<file path="src/rtl/fifo_param_sync.sv">
// fifo_param_sync: parametrised single-clock synchronous FIFO.
//
// Purpose
//   Buffers FIFO_DEPTH words of FIFO_WIDTH bits between a producer and a
//   consumer that share clk. It provides programmable almost-full and
//   almost-empty thresholds and an occupancy count. Reads are either
//   registered (FWFT=0) or first-word-fall-through (FWFT=1).
//
// Ports
//   clk          in   rising-edge clock
//   rst_n        in   asynchronous active-low reset
//   data_in      in   write data
//   wr_en        in   write request
//   rd_en        in   read request
//   data_out     out  read data (registered or fall-through, see FWFT)
//   wr_ack       out  previous-cycle write accepted
//   overflow     out  previous-cycle write rejected (FIFO was full)
//   underflow    out  previous-cycle read rejected (FIFO was empty)
//   count        out  current occupancy
//   full         out  count == FIFO_DEPTH
//   almostfull   out  count >= AF_THRESH and not full
//   half_full    out  count >= FIFO_DEPTH/2
//   almostempty  out  count <= AE_THRESH and not empty
//   empty        out  count == 0
module fifo_param_sync #(
    parameter int FIFO_WIDTH = 16,
    parameter int FIFO_DEPTH = 8,
    parameter int AF_THRESH  = FIFO_DEPTH - 1,
    parameter int AE_THRESH  = 1,
    parameter int FWFT       = 0
) (
    input  logic                          clk,
    input  logic                          rst_n,
    input  logic [FIFO_WIDTH-1:0]         data_in,
    input  logic                          wr_en,
    input  logic                          rd_en,
    output logic [FIFO_WIDTH-1:0]         data_out,
    output logic                          wr_ack,
    output logic                          overflow,
    output logic                          underflow,
    output logic [$clog2(FIFO_DEPTH):0]   count,
    output logic                          full,
    output logic                          almostfull,
    output logic                          half_full,
    output logic                          almostempty,
    output logic                          empty
);

    localparam int AW = $clog2(FIFO_DEPTH);
    localparam int CW = AW + 1;

    localparam logic [CW-1:0] DEPTH_C = CW'(FIFO_DEPTH);
    localparam logic [CW-1:0] HALF_C  = CW'(FIFO_DEPTH / 2);
    localparam logic [CW-1:0] AF_C    = CW'(AF_THRESH);
    localparam logic [CW-1:0] AE_C    = CW'(AE_THRESH);

    // Refuse to build with a geometry the pointer arithmetic cannot support
    // or thresholds that would make the almost flags meaningless.
    generate
        if (FIFO_DEPTH < 4 || (FIFO_DEPTH & (FIFO_DEPTH - 1)) != 0) begin : g_bad_depth
            $error("fifo_param_sync: FIFO_DEPTH must be a power of two >= 4");
        end
        if (FIFO_WIDTH < 1) begin : g_bad_width
            $error("fifo_param_sync: FIFO_WIDTH must be >= 1");
        end
        if (AE_THRESH < 1 || AE_THRESH >= AF_THRESH || AF_THRESH > FIFO_DEPTH - 1) begin : g_bad_thresh
            $error("fifo_param_sync: need 1 <= AE_THRESH < AF_THRESH <= FIFO_DEPTH-1");
        end
    endgenerate

    logic [FIFO_WIDTH-1:0] mem [FIFO_DEPTH];
    logic [AW-1:0]         wr_ptr;
    logic [AW-1:0]         rd_ptr;
    logic [FIFO_WIDTH-1:0] rd_word_p1;
    logic [FIFO_WIDTH-1:0] fwft_word;
    logic                  wr_accept;
    logic                  rd_accept;

    // Acceptance is decided on the registered count, so the request inputs
    // never reach an output without passing through a flop.
    assign wr_accept = wr_en && !full;
    assign rd_accept = rd_en && !empty;

    // Status flags: all decoded from the registered count
    assign empty       = (count == '0);
    assign full        = (count == DEPTH_C);
    assign half_full   = (count >= HALF_C);
    assign almostfull  = (count >= AF_C) && !full;
    assign almostempty = (count <= AE_C) && !empty;

    // Storage has no reset; stale words are never visible because every
    // read path is qualified by count.
    always_ff @(posedge clk) begin
        if (wr_accept) begin
            mem[wr_ptr] <= data_in;
        end
    end

    // Control, pointers, count and registered read word
    always_ff @(posedge clk or negedge rst_n) begin
        if (!rst_n) begin
            wr_ptr     <= '0;
            rd_ptr     <= '0;
            count      <= '0;
            rd_word_p1 <= '0;
            wr_ack     <= 1'b0;
            overflow   <= 1'b0;
            underflow  <= 1'b0;
        end else begin
            wr_ack    <= wr_accept;
            overflow  <= wr_en && full;
            underflow <= rd_en && empty;

            // Power-of-two depth: natural binary wrap is modulo FIFO_DEPTH.
            if (wr_accept) begin
                wr_ptr <= wr_ptr + AW'(1);
            end
            if (rd_accept) begin
                rd_ptr <= rd_ptr + AW'(1);
                if (FWFT == 0) begin
                    rd_word_p1 <= mem[rd_ptr];
                end
            end

            case ({wr_accept, rd_accept})
                2'b10:   count <= count + CW'(1);
                2'b01:   count <= count - CW'(1);
                default: count <= count;
            endcase
        end
    end

    // Fall-through view: head of queue whenever something is stored.
    assign fwft_word = empty ? '0 : mem[rd_ptr];
    assign data_out  = (FWFT != 0) ? fwft_word : rd_word_p1;

endmodule

</file>
<file path="config.mk">
export PLATFORM = sky130hd
export DESIGN_NAME = fifo_param_sync
export DESIGN_NICKNAME = d
export VERILOG_FILES = /design/src/rtl/fifo_param_sync.sv
export SDC_FILE = /design/constraint.sdc
export NUM_CORES = 1
export LEC_CHECK = 0
export ABC_AREA = 1
export ABC_CLOCK_PERIOD_IN_PS = 3190
export CORE_MARGIN = 2
export CORE_UTILIZATION = 55
export DETAILED_ROUTE_END_ITERATION = 8
export GPL_ROUTABILITY_DRIVEN = 0
export PLACE_DENSITY = 0.83
export SYNTH_ARGS = -nofsm -noshare
export SYNTH_HDL_FRONTEND = slang
export SYNTH_SLANG_ARGS = --single-unit
export TNS_END_PERCENT = 100
</file>
<file path="constraint.sdc">
create_clock -name clk -period 3.19 [get_ports clk]
set_clock_uncertainty 0.1 [all_clocks]
set_input_delay 0.4785 -clock clk [delete_from_list [all_inputs] [get_ports clk]]
set_output_delay 0.4785 -clock clk [all_outputs]
set_load 0.02 [all_outputs]
</file>
# After elaboration in Yosys (flattened, before gate mapping)
# Memories as Yosys holds them, arrays and structs flattened. A register that Yosys moved wholly into a read port is not among the register bits.
# Cells that the tools add are included.
# W data, S select, Z words.
word_totals:
  regBits: 13
  mem_bits_rw: 128
  input_bits: 20
  out_inout_bits: 28
  wordCells: 31
  memories: 1
op_classes:
  n_addsub: 4
  order_cmp: 3
  n_eq_ne: 3
  n_mux: 3
  reduce_logical: 11
mem_list:
  columns: ["memory", "depth", "width", "rd", "rd_ports_with_merged_regs", "write_ports", "line_no", "rtl"]
  rows:
  - ["mem", 8, 16, 1, 1, 1, "71", "logic [FIFO_WIDTH-1:0] mem [FIFO_DEPTH];"]
op_table:
  columns: ["operator", "count"]
  rows:
  - ["$ge A4 B3 Y1 const B", 2]
  - ["$pmux W4 S2", 1]
  - ["$add A3 B1 Y3 const B", 2]
  - ["$logic_and A1 B1 Y1", 6]
  - ["$add A4 B1 Y4 const B", 1]
  - ["$eq A4 B4 Y1 const B", 1]
  - ["$le A4 B1 Y1 const B", 1]
  - ["$logic_not A4 Y1", 1]
  - ["$sub A4 B1 Y4 const B", 1]
  - ["$logic_not A1 Y1", 3]
  - ["$eq A2 B1 Y1 const B", 1]
  - ["$eq A2 B2 Y1 const B", 1]
  - ["$mux W1", 2]
  - ["$reduce_bool A2 Y1", 1]

# Logic depth before layout (Yosys ltp)
depth:
  word_depth: 5
  ltp_mapped: 13
  depth_no_buf: 12

# Least setup slack after synthesis
# Ideal clock, no wire load.
synth_timing:
  path_type: "register to register"
  from: "reg count[0]"
  to: "mem mem[0][0], enable pin"
  setup_time_ns: 0.388
  t_arrival_ns: 1.995
  t_required_ns: 2.702
  setup_slack_ns: 0.707
  path_stages_with_launch: 7
  path_buffers: 0
  period_less_slack_ns: 2.483
  cell_sequence: "dfrtp_1 -> inv_1 -> ha_1 -> nand3_2 -> nand2_2 -> or2_1 -> nor2_1"
synth_via:
  elab_chain_len: 5
synth_lines:
  columns: ["element", "line_no", "rtl"]
  rows:
  - ["from (decl)", "41", "output logic [$clog2(FIFO_DEPTH):0] count,"]
  - ["from (signal assigned)", "126", "2'b10: count <= count + CW'(1);"]
  - ["from (signal assigned)", "127", "2'b01: count <= count - CW'(1);"]
  - ["from (signal assigned)", "128", "default: count <= count;"]
  - ["$eq A4 B4 Y1", "86", "assign full = (count == DEPTH_C);"]
  - ["$logic_not A1 Y1", "81", "assign wr_accept = wr_en && !full;"]
  - ["$logic_and A1 B1 Y1", "81", null]
  - ["$mux W1", "94", "if (wr_accept) begin"]
  - ["$mux W1 (implied by the code)", "95", "mem[wr_ptr] <= data_in;"]
  - ["to (decl)", "71", null]
# Every way passes these cells.

# Worst setup path in the final report
layout_timing:
  from: "reg count[0]"
  to: "out almostfull"
layout_via:
  elab_chain_len: 3
  elab_cells_between_ends: 4
  classes_between: "order compare (1); eq/ne (1); reduce/logical (2)"
layout_lines:
  columns: ["element", "line_no", "rtl"]
  rows:
  - ["parallel branches: the longest is 2 deep, another holds $ge A4 B3 Y1", null, null]
  - ["$logic_and A1 B1 Y1 (*)", "88", "assign almostfull = (count >= AF_C) && !full;"]
  - ["to (decl)", "43", "output logic almostfull,"]
# Every way passes the cells marked *.

==> flow_summary_export.csv <==
group,metric,value,unit
power,leakage,0.00348,uW
route,remaining_drc_errors,0,
global_route,grt.overflow.total,0,
synth,syn_avg_cell_area,10.5,um^2
finish,fillCellCount,833,
placement,dp.cells,825,
global_route,grtUsageMet3,0.0667,
route,drt_iter0_drc,401,
flow_run,drv_cap,0,
setup_path,crit_slowest_cell,"clkdlybuf4s50_1",
synth,ys_ff_latch,157,
floorplan,io_pins,48,
power,power.density,935,nW/um^2
clock_tree,post-cts-setup-buffers,0,
synth,yosys.area.top_type,"edfxtp_1",
setup_path,slowest_delay,0.59,ns
floorplan,coreArea,12000,um^2
clock_tree,ctsResizeCount,0,
timing,whs,0.379,ns
timing,tightestPinTransition,1.21,ns
synth,synth_cells,642,
synth,synth_area,6730,um^2
timing,hold_viol_final,0,
synth,synthTopCellsByCount,"nand2_1, edfxtp_1, inv_1, nand3_1, dfrtp_1",
route,wire_per_inst,17.0,um
setup_path,startpoint,"count[0]$_DFFE_PN0P_",
setup_path,start_kind,"flop",
min_path,hp-class,"reg2reg",
setup_path,critPathMostFrequentCell,"inv_1",
timing,drv_slew,0,
route,drt-total-wl,14600,um
min_path,worstHoldStart,"data_out[5]$_DFFE_PN0P_",
setup_path,path_class,"reg2out",
floorplan,rows,40,
setup_path,crit_path_max_fanout,6,
timing,grt_setup_unrepaired,"no",
synth,async_flop_share,0.185,
global_route,met2_usage,0.384,
finish,nets,723,
global_route,grt_use_total,0.238,
finish,drive_above_1_share,0.0775,
clock_tree,clockRootBuffer,"clkbuf_16",
status,outcome,"complete, no violations",
floorplan,die-area,13100,um^2
timing,relSlewSlack,0.195,
clock_tree,cts_buffers,17,
synth,yosys.cell_count.top_type,"nand2_1",
placement,io_buffers,47,
synth,syn_nets,668,
clock_tree,clkSinkCount,157,
synth,synth_edf_count,128,
global_route,gr-max-usage-layer,"met2",
synth,synth_top_area_share,0.571,
global_route,grt_max_degree,67,
clock_tree,ctsHoldBuffers,0,
floorplan,die_h,115,um
synth,synth_cell_types,27,
clock_tree,clk_latency,0.42,ns
clock_tree,cts_tree,"done",
synth,yosys-top-cells-area,"edfxtp_1, nand2_1, dfrtp_1",
synth,synth-seq-area-share,0.679,
setup_path,r2r_start,"count[0]$_DFFE_PN0P_",
finish,final-instance-count-excl-fill,857,
timing,setup_viol,0,
route,drtPass1Iterations,6,
finish,final_area,7900,um^2
timing,max_freq,378,MHz
global_route,antenna_found_initial,0,
route,vias_per_cell,5.41,
finish,antennaDiodeCount,0,
clock_tree,path_clk_slew,0.06,ns
synth,ys_warn_count,0,
global_route,grt_pass1_vias,4772,
global_route,grt_use_met1,0.297,
finish,area_growth,17.4,%
timing,fin_crit,2.65,ns
floorplan,die_x,115,um
placement,dpl.hpwl,8430,um
finish,fin_util,0.660,
synth,ys.flop_type,"edfxtp_1",
setup_path,required,2.61,ns
setup_path,endpoint_kind,"output port",
timing,fin_crit_sh,0.830,
setup_path,crit_chain,"inv_1 -> ha_1 -> nand2_2 -> o211ai_1 -> inv_1 -> clkdlybuf4s50_1",
global_route,grt_pass1_wl,23400,um
placement,place_area,7320,um^2
clock_tree,cts_htree_levels,4,
route,ant_nets,0,
floorplan,initial_core_util,0.562,
timing,fin_setup_tns,0,ns
power,vdd_drop_max,0.479,mV
setup_path,arrival,2.07,ns
clock_tree,cts.path.max_buffers,2,
route,vias,4638,
## registers in the layout, indices dropped and copies added, names as in the netlist
name and count:
wr_ptr 3, count 4, data_out 16, underflow 1, overflow 1, rd_ptr 3, wr_ack 1, mem 128
## metrics by stage
step / setup slack, ns / total power, uW
2_1_floorplan: 0.707 / 4570
3_3_place_gp: 1.03 / 5240
3_5_place_dp: 0.961 / 5380
4_1_cts: 0.523 / 7380
5_1_grt: 0.378 / 7790
6_report: 0.541 / 7390
## layout by cell type (no fill, tap or decap), types with 2 or more instances in the layout
| master | netlist | layout |
|---|---|---|
| dfrtp_1 | 29 | 28 |
| bufinv_16 | 0 | 3 |
| nand3_1 | 97 | 97 |
| nor2_4 | 2 | 2 |
| buf_4 | 6 | 15 |
| xor2_1 | 3 | 3 |
| clkinvlp_4 | 0 | 3 |
| o21ai_0 | 5 | 5 |
| edfxtp_1 | 128 | 128 |
| ha_1 | 6 | 6 |
| nor2_1 | 10 | 10 |
| clkinv_1 | 1 | 4 |
| inv_1 | 110 | 110 |
| nand2_2 | 2 | 2 |
| nand2_1 | 209 | 209 |
| inv_2 | 3 | 3 |
| clkinv_2 | 0 | 6 |
| clkdlybuf4s50_1 | 0 | 47 |
| xnor2_1 | 2 | 2 |
| clkbuf_16 | 0 | 17 |
## power by group
| part | leakage (uW) | internal [uW] | switching, uW |
|---|---|---|---|
| logic | 0.00169 | 886 | 1690 |
| registers | 0.00151 | 2650 | 177 |
| clock network | 0.000280 | 1210 | 770 |
## worst paths after layout
check                                          end  slack, ns  cells after the start
hold reg to reg            data_out[5]$_DFFE_PN0P_       0.38                      2
max in group asynchronous     count[2]$_DFFE_PN0P_       1.81                      2
hold / removal             data_out[5]$_DFFE_PN0P_       0.38                      2
setup / recovery                        almostfull       0.54                      6
setup reg to reg               mem[2][1]$_DFFE_PP_       1.05                      7
min in group asynchronous    rd_ptr[2]$_DFFE_PN0P_       0.44                      1
## cells by family (layout without fill, tap and decap cells)
kind of cell,after synthesis,in the layout,synth area share
XOR/XNOR,6,6,0.00893
AO/OA/AOI/OAI,8,8,0.00651
AND/OR/NAND/NOR,324,324,0.204
adder cells (fa/ha/maj),6,6,0.0112
flip-flops,157,157,0.679
buffers and inverters,141,209,0.0906
## critical path: cells and delay by family (launching register included)
kind            cells  cell delay (ns)
simple gates        1             0.13
flops               1             0.44
fa+ha+maj           1             0.26
compound gates      1             0.09
buf+inv             3             0.74
## layout make-up
class	count	area (um^2)	area share
clock inverters	15	154	0.0195
clock buffers	17	425	0.0538
well taps	147	184	0.0233
repair buffers	62	583	0.0738
inverters	115	434	0.0550
flip-flops and latches	157	4570	0.579
multi-input cells	344	1550	0.196
## layer usage
metal / part of all wire / routed length (um)
met5: 0 / 0
met4: 0.031 / 454
met3: 0.082 / 1190
met2: 0.49 / 7140
met1: 0.40 / 5780
Power figures use the tool's default switching activity.
==> patch (config.mk and constraints unchanged) <==
Reset style: synchronous (`rst_n`), changed in one clocked block. Comments in the files are not updated.
--- a/src/rtl/fifo_param_sync.sv
+++ b/src/rtl/fifo_param_sync.sv
@@ -99,3 +99,3 @@
     // Control, pointers, count and registered read word
-    always_ff @(posedge clk or negedge rst_n) begin
+    always_ff @(posedge clk) begin
         if (!rst_n) begin
Formal check against the unedited RTL: differs if rst_n is asserted again (counterexample within 4 cycles, from zero or initial values and one cycle with rst_n low); with rst_n held inactive, the same outputs for 10 cycles.
==> patch against the unedited design <==
Sequential cell count stayed put; cell area is 0.62% lower; combinational power is 41% lower; setup slack worse by 0.062 ns; register-to-register slack worse by 0.37 ns; power is 19% lower; area after synthesis is 1.5% lower; largest power group unchanged; wire length is 3.9% higher.
==> patch: results (changes against the unedited design) <==
- Net Count, Synth: 684 (+2.4%)
- Worst VDD drop: 457.5 uV (-4.5%)
- Xor and xnor area share after synthesis: 0.1321% (-0.76 points)
- Fin nets: 741 (+2.5%)
- Synth Area in Compound Gates: 2.567% (+1.9 points)
- Multi-input logic area: 0.001569 mm^2 (+1.3%)
- Vias/cell: 5.546 (+2.5%)
- Worst R2R Setup Slack: 0.68 ns (-0.37 ns)
- DR iter-0 viols: 534 (+33%)
- Worst Hold Path EP: data_out[15]
- Seq/Total Area, Yosys: 66.73% (-1.2 points)
- WL per Instance: 17.31 um (+1.8%)
- Top post-synthesis cells by area: edfxtp_1 58%, nand2_1 11%, dfxtp_1 8.8%, nand3_1 7.5%, inv_1 6.5%
- GRT Resource Usage Total: 24.45% (+0.61 points)
- Met2 Use GR: 40.64% (+2.3 points)
- Vias post-DR: 4,853 (+4.6%)
- Status: completed
- Reg power frac: 41.1% (+2.8 points)
- Fraction of the mapped netlist area in adder cells: 1.132% (+0.016 points)
- First-pass DRT Iterations: 5 (-1)
- Vias in the first global route: 4,837 (+1.4%)
- P_int: 0.004110 W (-13%)
- Global-route wire length before repair: 23,560 um (+0.86%)
- Placed cells: 843 (+2.2%)
- R2r worst-path depth: 11 (+4)
- Cell family with most CP delay: buffers and inverters
- Ys async rst share: 0% (-18 points)
- Met1 GRT Util: 29.42% (-0.32 points)
- Cell Area, Placed: 0.007247 mm^2 (-1.0%)
- Synth unique cells: 22 (-19%)
- Setup WS pre-CTS: 0.6463 ns (-0.3146 ns)
- Met2 wire length: 7523 um (+5.3%)
- Slew margin rel.: 21.31% (+1.8 points)
- CP arrival: 2.13 ns (+0.06 ns)
- Grt met3 use: 5.951% (-0.72 points)
- DP Wirelength: 8512 um (+0.98%)
- Static leakage: 3.332 nW (-4.3%)
- Seq. pwr: 0.00246 W (-13%)
- RR Startpoint: count[1]
- Hold_sp: data_out[15]
- WL met3: 1442 um (+21%)
- Crit-path max FO: 5 (-1)
- Layout cells sized above 1: 7.830% (+0.083 points)
- R2R Path End: count[3]
-- patch: cell count changes in the layout (fill, tap and decap cells not counted), moves of 3 or more --
cell       change
clkinv_1       -3
inv_1          +4
bufinv_16      -3
nor2_1         +6
clkbuf_1       +3
dfrtp_1       -28
buf_4          +5
nand2_1       -19
o21ai_0        +4
clkbuf_16      +5
dfxtp_1       +28
a21oi_1       +24
-- patch: worst max-delay path by stage --
stage / cells past startpoint / end / from / slack [ns]
2_1_floorplan: 7 / mem[0][0] / count[0] / 0.73
3_3_place_gp: 9 / count[3] / rd_en / 0.78
3_5_place_dp: 9 / count[3] / rd_en / 0.65
4_1_cts: 6 / almostfull / count[1] / 0.50
5_1_grt: 6 / almostfull / count[0] / 0.28
6_report: 6 / almostfull / count[1] / 0.48
-- patch: area by class of cell --
cell class / instances / share of cell area [%]
multi-input cells: 353 / 19.98
repair buffers: 67 / 7.904
flip-flops and latches: 157 / 56.37
inverters: 119 / 5.705
clock buffers: 25 / 7.155
well taps: 147 / 2.343
clock inverters: 7 / 0.5418
